--- src/rtl/vga_frame_reader_if.sv ---
// rtl/vga_frame_reader_if.sv - frame-buffer read port and VGA pin bundle for vga_frame_reader
interface vga_frame_reader_if;
  logic [9:0] x_addr;
  logic [9:0] y_addr;
  logic [7:0] value;
  logic [7:0] vga_r;
  logic [7:0] vga_g;
  logic [7:0] vga_b;
  logic       vga_hs;
  logic       vga_vs;
  logic       vga_blank_n;
  logic       frame_start;

  modport master (
    output x_addr, y_addr, vga_r, vga_g, vga_b, vga_hs, vga_vs, vga_blank_n, frame_start,
    input  value
  );

  modport slave (
    input  x_addr, y_addr, vga_r, vga_g, vga_b, vga_hs, vga_vs, vga_blank_n, frame_start,
    output value
  );
endinterface

--- src/rtl/vga_frame_reader.sv ---
// rtl/vga_frame_reader.sv - SVGA raster timing, frame-buffer address generation and pixel realignment.
// Optional test pattern source selected by macro VGA_TEST_PATTERN_EN.
module vga_frame_reader #(
  parameter int H_ACTIVE = 800,
  parameter int H_FP     = 56,
  parameter int H_SYNC   = 120,
  parameter int H_BP     = 64,
  parameter int V_ACTIVE = 600,
  parameter int V_FP     = 37,
  parameter int V_SYNC   = 6,
  parameter int V_BP     = 23,
  parameter int SYNC_POL = 1,
  parameter int RD_LAT   = 2
) (
  input logic rd_clk,
  input logic reset,
`ifdef VGA_TEST_PATTERN_EN
  input logic pattern_en,
`endif
  vga_frame_reader_if.master bus
);

  localparam logic [10:0] H_ACT  = 11'(H_ACTIVE);
  localparam logic [10:0] H_SS   = 11'(H_ACTIVE + H_FP);
  localparam logic [10:0] H_SE   = 11'(H_ACTIVE + H_FP + H_SYNC);
  localparam logic [10:0] H_LAST = 11'(H_ACTIVE + H_FP + H_SYNC + H_BP - 1);
  localparam logic [9:0]  V_ACT  = 10'(V_ACTIVE);
  localparam logic [9:0]  V_SS   = 10'(V_ACTIVE + V_FP);
  localparam logic [9:0]  V_SE   = 10'(V_ACTIVE + V_FP + V_SYNC);
  localparam logic [9:0]  V_LAST = 10'(V_ACTIVE + V_FP + V_SYNC + V_BP - 1);
  localparam logic        SYNC_ON = (SYNC_POL != 0);

  logic [10:0] h_cnt;
  logic [9:0]  v_cnt;
  logic        h_act, v_act, s0_hs, s0_vs;

  logic [9:0]  x_addr_q, y_addr_q;
  logic        a_hs, a_vs, a_act, frame_start_q;

  logic [RD_LAT-1:0] hs_p, vs_p, act_p;
  logic [7:0]  pix_src, pix_q;
  logic        hs_q, vs_q, blank_n_q;

  always_ff @(posedge rd_clk or negedge reset) begin
    if (!reset) begin
      h_cnt <= '0;
      v_cnt <= '0;
    end else if (h_cnt == H_LAST) begin
      h_cnt <= '0;
      v_cnt <= (v_cnt == V_LAST) ? 10'd0 : v_cnt + 10'd1;
    end else begin
      h_cnt <= h_cnt + 11'd1;
    end
  end

  assign h_act = (h_cnt < H_ACT);
  assign v_act = (v_cnt < V_ACT);
  assign s0_hs = (h_cnt >= H_SS) && (h_cnt < H_SE);
  assign s0_vs = (v_cnt >= V_SS) && (v_cnt < V_SE);

  // Blanking addresses are forced to 0 so the buffer never sees an out-of-range index.
  always_ff @(posedge rd_clk or negedge reset) begin
    if (!reset) begin
      x_addr_q      <= '0;
      y_addr_q      <= '0;
      a_hs          <= 1'b0;
      a_vs          <= 1'b0;
      a_act         <= 1'b0;
      frame_start_q <= 1'b0;
    end else begin
      x_addr_q      <= h_act ? h_cnt[9:0] : 10'd0;
      y_addr_q      <= v_act ? v_cnt : 10'd0;
      a_hs          <= s0_hs;
      a_vs          <= s0_vs;
      a_act         <= h_act && v_act;
      frame_start_q <= (h_cnt == 11'd0) && (v_cnt == 10'd0);
    end
  end

  // Delay line matching the frame-buffer read latency.
  always_ff @(posedge rd_clk or negedge reset) begin
    if (!reset) begin
      hs_p  <= '0;
      vs_p  <= '0;
      act_p <= '0;
    end else begin
      hs_p[0]  <= a_hs;
      vs_p[0]  <= a_vs;
      act_p[0] <= a_act;
      for (int i = 1; i < RD_LAT; i++) begin
        hs_p[i]  <= hs_p[i-1];
        vs_p[i]  <= vs_p[i-1];
        act_p[i] <= act_p[i-1];
      end
    end
  end

`ifdef VGA_TEST_PATTERN_EN
  logic              a_pat;
  logic [RD_LAT-1:0] sel_p;
  logic [7:0]        pat_p [RD_LAT];

  always_ff @(posedge rd_clk or negedge reset) begin
    if (!reset) begin
      a_pat <= 1'b0;
      sel_p <= '0;
      for (int i = 0; i < RD_LAT; i++) pat_p[i] <= '0;
    end else begin
      a_pat    <= pattern_en;
      sel_p[0] <= a_pat;
      pat_p[0] <= {x_addr_q[9:3], y_addr_q[3]};
      for (int i = 1; i < RD_LAT; i++) begin
        sel_p[i] <= sel_p[i-1];
        pat_p[i] <= pat_p[i-1];
      end
    end
  end

  assign pix_src = sel_p[RD_LAT-1] ? pat_p[RD_LAT-1] : bus.value;
`else
  assign pix_src = bus.value;
`endif

  always_ff @(posedge rd_clk or negedge reset) begin
    if (!reset) begin
      hs_q      <= !SYNC_ON;
      vs_q      <= !SYNC_ON;
      blank_n_q <= 1'b0;
      pix_q     <= '0;
    end else begin
      hs_q      <= hs_p[RD_LAT-1] ? SYNC_ON : !SYNC_ON;
      vs_q      <= vs_p[RD_LAT-1] ? SYNC_ON : !SYNC_ON;
      blank_n_q <= act_p[RD_LAT-1];
      pix_q     <= act_p[RD_LAT-1] ? pix_src : 8'd0;
    end
  end

  assign bus.x_addr      = x_addr_q;
  assign bus.y_addr      = y_addr_q;
  assign bus.frame_start = frame_start_q;
  assign bus.vga_hs      = hs_q;
  assign bus.vga_vs      = vs_q;
  assign bus.vga_blank_n = blank_n_q;
  assign bus.vga_r       = pix_q;
  assign bus.vga_g       = pix_q;
  assign bus.vga_b       = pix_q;

endmodule

--- src/flat_wrapper.sv ---
// flat-port wrapper written by rule: the top's interface ports become plain ports
module vga_frame_reader_flat 
#(
  parameter int H_ACTIVE = 800,
  parameter int H_FP     = 56,
  parameter int H_SYNC   = 120,
  parameter int H_BP     = 64,
  parameter int V_ACTIVE = 600,
  parameter int V_FP     = 37,
  parameter int V_SYNC   = 6,
  parameter int V_BP     = 23,
  parameter int SYNC_POL = 1,
  parameter int RD_LAT   = 2
)
  (rd_clk, reset, bus_x_addr, bus_y_addr, bus_vga_r, bus_vga_g, bus_vga_b, bus_vga_hs, bus_vga_vs, bus_vga_blank_n, bus_frame_start, bus_value);
  vga_frame_reader_if bus_i ();
  input logic rd_clk;
  input logic reset;
  output wire logic [$bits(bus_i.x_addr)-1:0] bus_x_addr;
  output wire logic [$bits(bus_i.y_addr)-1:0] bus_y_addr;
  output wire logic [$bits(bus_i.vga_r)-1:0] bus_vga_r;
  output wire logic [$bits(bus_i.vga_g)-1:0] bus_vga_g;
  output wire logic [$bits(bus_i.vga_b)-1:0] bus_vga_b;
  output wire logic [$bits(bus_i.vga_hs)-1:0] bus_vga_hs;
  output wire logic [$bits(bus_i.vga_vs)-1:0] bus_vga_vs;
  output wire logic [$bits(bus_i.vga_blank_n)-1:0] bus_vga_blank_n;
  output wire logic [$bits(bus_i.frame_start)-1:0] bus_frame_start;
  input wire logic [$bits(bus_i.value)-1:0] bus_value;
  assign bus_x_addr = bus_i.x_addr;
  assign bus_y_addr = bus_i.y_addr;
  assign bus_vga_r = bus_i.vga_r;
  assign bus_vga_g = bus_i.vga_g;
  assign bus_vga_b = bus_i.vga_b;
  assign bus_vga_hs = bus_i.vga_hs;
  assign bus_vga_vs = bus_i.vga_vs;
  assign bus_vga_blank_n = bus_i.vga_blank_n;
  assign bus_frame_start = bus_i.frame_start;
  assign bus_i.value = bus_value;
  vga_frame_reader #(.H_ACTIVE(H_ACTIVE), .H_FP(H_FP), .H_SYNC(H_SYNC), .H_BP(H_BP), .V_ACTIVE(V_ACTIVE), .V_FP(V_FP), .V_SYNC(V_SYNC), .V_BP(V_BP), .SYNC_POL(SYNC_POL), .RD_LAT(RD_LAT)) u_core (.rd_clk(rd_clk), .reset(reset), .bus(bus_i));
endmodule
--- config.mk ---
export PLATFORM = sky130hd
export DESIGN_NAME = vga_frame_reader_flat
export DESIGN_NICKNAME = d
export VERILOG_FILES = /design/src/rtl/vga_frame_reader_if.sv /design/src/rtl/vga_frame_reader.sv /design/src/flat_wrapper.sv
export SDC_FILE = /design/constraint.sdc
export NUM_CORES = 1
export LEC_CHECK = 0
export BUFFER_PORTS_ARGS = -buffer_cell sky130_fd_sc_hd__buf_2
export CAP_MARGIN = 10
export CORE_MARGIN = 2
export CORE_UTILIZATION = 57
export CTS_BUF_LIST = sky130_fd_sc_hd__clkbuf_16
export DETAILED_ROUTE_END_ITERATION = 7
export PLACE_DENSITY = 0.83
export SKIP_CTS_REPAIR_TIMING = 1
export SLEW_MARGIN = 10
export SYNTH_ARGS = -nofsm -noshare
export SYNTH_HDL_FRONTEND = slang
export SYNTH_SLANG_ARGS = --single-unit
--- constraint.sdc ---
create_clock -name rd_clk -period 3.9 [get_ports rd_clk]
set_input_delay 0.975 -clock rd_clk [delete_from_list [all_inputs] [get_ports rd_clk]]
set_output_delay 0.975 -clock rd_clk [all_outputs]
set_load 0.01 [all_outputs]
==> impl_results.md <==
* Status: finished, final reports clean
* Antenna diode count at 0
* DR pass1 iterations at 4
* CTS buffer count at 9
* Combinational share of power at 0.026
* Transition time at the pin with the least slew margin at 0.541 ns
* Sequential area share after synthesis at 0.600
* Max-Cap Viols at 0
* Die X at 71.3 um
* Synthesized area per cell at 11.5 um^2
* Met2 usage at 0.333
* CTS tree: built
* Design Power at between 1 and 1.5 mW
* Crit start category: flop
* Max_slew headroom at 0.638
* Max FO, Critical Path at 13
* DR WL/cell at ~15 um
* Area delta synth->final at 18.9%
* Clock sink count at 62
* Post-DP HPWL at about 3300 um
* Dominant cells by area after synthesis: dfrtp_1 (60%), and2_1 (6.5%), buf_4 (4.6%)
* Worst-path clk slew at 0.05 ns
* Post-Synthesis Cell Area at about 2600 um^2
* Top FF cell, synth: dfrtp_1
* Later-pin clock latency in the skew report at around 0.32 ns
* Syn nets at between 200 and 250
* GR peak layer: met2
* Ports at 58
* Yosys warnings at 0
* Maximum clock rate at around 0.48 GHz
* Max-slew violation count at 0
* Part of the cycle the worst path needs at 0.538
* Final WS setup at 1.80 ns
* Sequential share of power at 0.444
* Fin. Hold Viols at 0
* Total number of vias at ~1800
* Area of the core at 4350 um^2
* DR DRC count at 0
* DP Area at roughly 2800 um^2
* Final setup viols at 0
* Clk root buf: clkbuf_16
* Via density at around 5.5
* Switching Share at 0.210
* Yosys top cell area share at 0.600
* Met3 global-route usage at 0.0450
* CP Class: flop to flop
* Clock power frac at 0.530
* Post-synth EDFFs at 0
* Post-route cell area at 3070 um^2
* Yosys cell types at 35
* Hold WC Path Type: flop to flop
* Yosys reg bits at 62
* Clk buf depth at 2
* Peak VDD IR at around 0.00023 V
* Crit path arrival time at between 2 and 2.5 ns
* Total global routing overflow at 0
* H-tree depth at 3
* Synth area leader: dfrtp_1
* Post-synth ARST share at 1.00
* DRT antenna net count at 0
* Element type at the critical path end: flop
* Dpl cells at between 300 and 400
* Initial antenna violation count at 0
* Die area at between 5000 and 6000 um^2
* RSZ-0062 raised after global routing: false
* Largest net degree at the start of global routing at 43
* Post-route setup TNS at 0 ns
* Worst EP required at around 4.1 ns
* Gr usage total at 0.217
* P_int at around 1.2 mW
* Final Non-Filler Cells at 327
* Vias in the first global route at approximately 1700
* Fin util at 0.706
* Grt met1 use at 0.293
* Hold_ws at 0.357 ns
* Initial DRC Count at 220
* Row count at 24
* Final wirelength at around 5000 um
* Most numerous cell in the Yosys netlist: dfrtp_1
* Dpl ws at between 1.5 and 2 ns
* Synth cell count leaders: dfrtp_1 (62), and2_1 (27), buf_4 (16), nor2_1 (16), nand3_1 (12)
* Mapped Cells at between 200 and 250
* First-pass GRT wire length at about 8300 um
* Post-route minimum period at 2.10 ns
* Starting Density at 0.594
* DIE HEIGHT at ~71 um
* Skew final at 0.00392 ns
* Switching Power at about 0.31 mW
* Lkg Pwr at 1.50 nW
* Placer Congestion at roughly 0.93
* Layout cells sized above 1 at 0.295
* Pwr/cell area at around 480 nW/um^2
* Number of port buffers at 57
* Nets at 286
## path summary, 6_finish.rpt
| check | end | slack [ns] | depth (start not counted) | from |
|---|---|---|---|---|
| min | u_core.vs_p[0] | 0.36 | 0 | u_core.a_vs |
| max reg2reg | u_core.v_cnt[6] | 1.80 | 5 | u_core.h_cnt[0] |
| min reg2reg | u_core.vs_p[0] | 0.36 | 0 | u_core.a_vs |
| min in group asynchronous | u_core.v_cnt[0] | 0.61 | 1 | reset |
| max | u_core.v_cnt[6] | 1.80 | 5 | u_core.h_cnt[0] |
| max in group asynchronous | u_core.bus.vga_b[7] | 2.43 | 2 | reset |
## sequential cells by signal, summed over array words and instances (netlist names), 2 cells and up
signal / cells
u_core.h_cnt: 11
u_core.vs_p: 2
u_core.v_cnt: 10
u_core.bus.y_addr: 10
u_core.bus.x_addr: 10
u_core.act_p: 2
u_core.bus.vga_b: 8
u_core.hs_p: 2
## cell families after synthesis
family	Yosys count	synth area share
AO/OA/AOI/OAI	27	0.0615
AND/OR/NAND/NOR	87	0.201
XOR/XNOR	8	0.0271
buffers and inverters	34	0.0808
adder cells (fa/ha/maj)	6	0.0290
flip-flops	62	0.600
## worst max-delay path, cell delays in order (launching register included)
cell	delay [ns]
dfrtp_1	0.40
ha_1	0.23
and3_1	0.24
nand4_1	0.39
or4b_1	0.65
o21ai_1	0.10
## area by class of cell
| cell class | instances | area [um^2] |
|---|---|---|
| clock buffer | 9 | 225 |
| multi-input combinational | 128 | 825 |
| sequential | 62 | 1550 |
| clock inverter | 7 | 73.8 |
| inverter | 11 | 41.3 |
| tap | 52 | 65.1 |
| fill | 293 | 1280 |
| timing repair buffer | 58 | 293 |
## routing by layer
metal	routed length, um	vias to the layer above	share of wire
met4	112	0	0.022
met1	2050	848	0.41
li1	-	837	-
met3	379	14	0.076
met2	2440	99	0.49
met5	0	-	0
## layout by cell type (no fill, tap or decap), types with 2 or more instances in the layout
master       n
dfrtp_1     62
buf_2       57
and2_1      27
nor2_1      16
nand3_1     12
inv_1       11
o21ai_1     10
clkbuf_16    9
a21oi_1      8
nand4_1      7
ha_1         6
xor2_1       5
nand2_1      5
or3_1        4
a31oi_1      4
clkinvlp_4   4
xnor2_1      3
and3_1       2
nor3_2       2
or4b_1       2
## power by group through the flow
stage | registers (mW) | clock network (mW) | logic, mW
after floorplan | 0.664 | 0 | 0.0193
after global placement | 0.662 | 0 | 0.0391
after detailed placement | 0.662 | 0 | 0.0397
after CTS | 0.651 | 0.788 | 0.0398
after global routing | 0.651 | 0.823 | 0.0440
final | 0.650 | 0.776 | 0.0384
(Power assumes the default switching activity.)
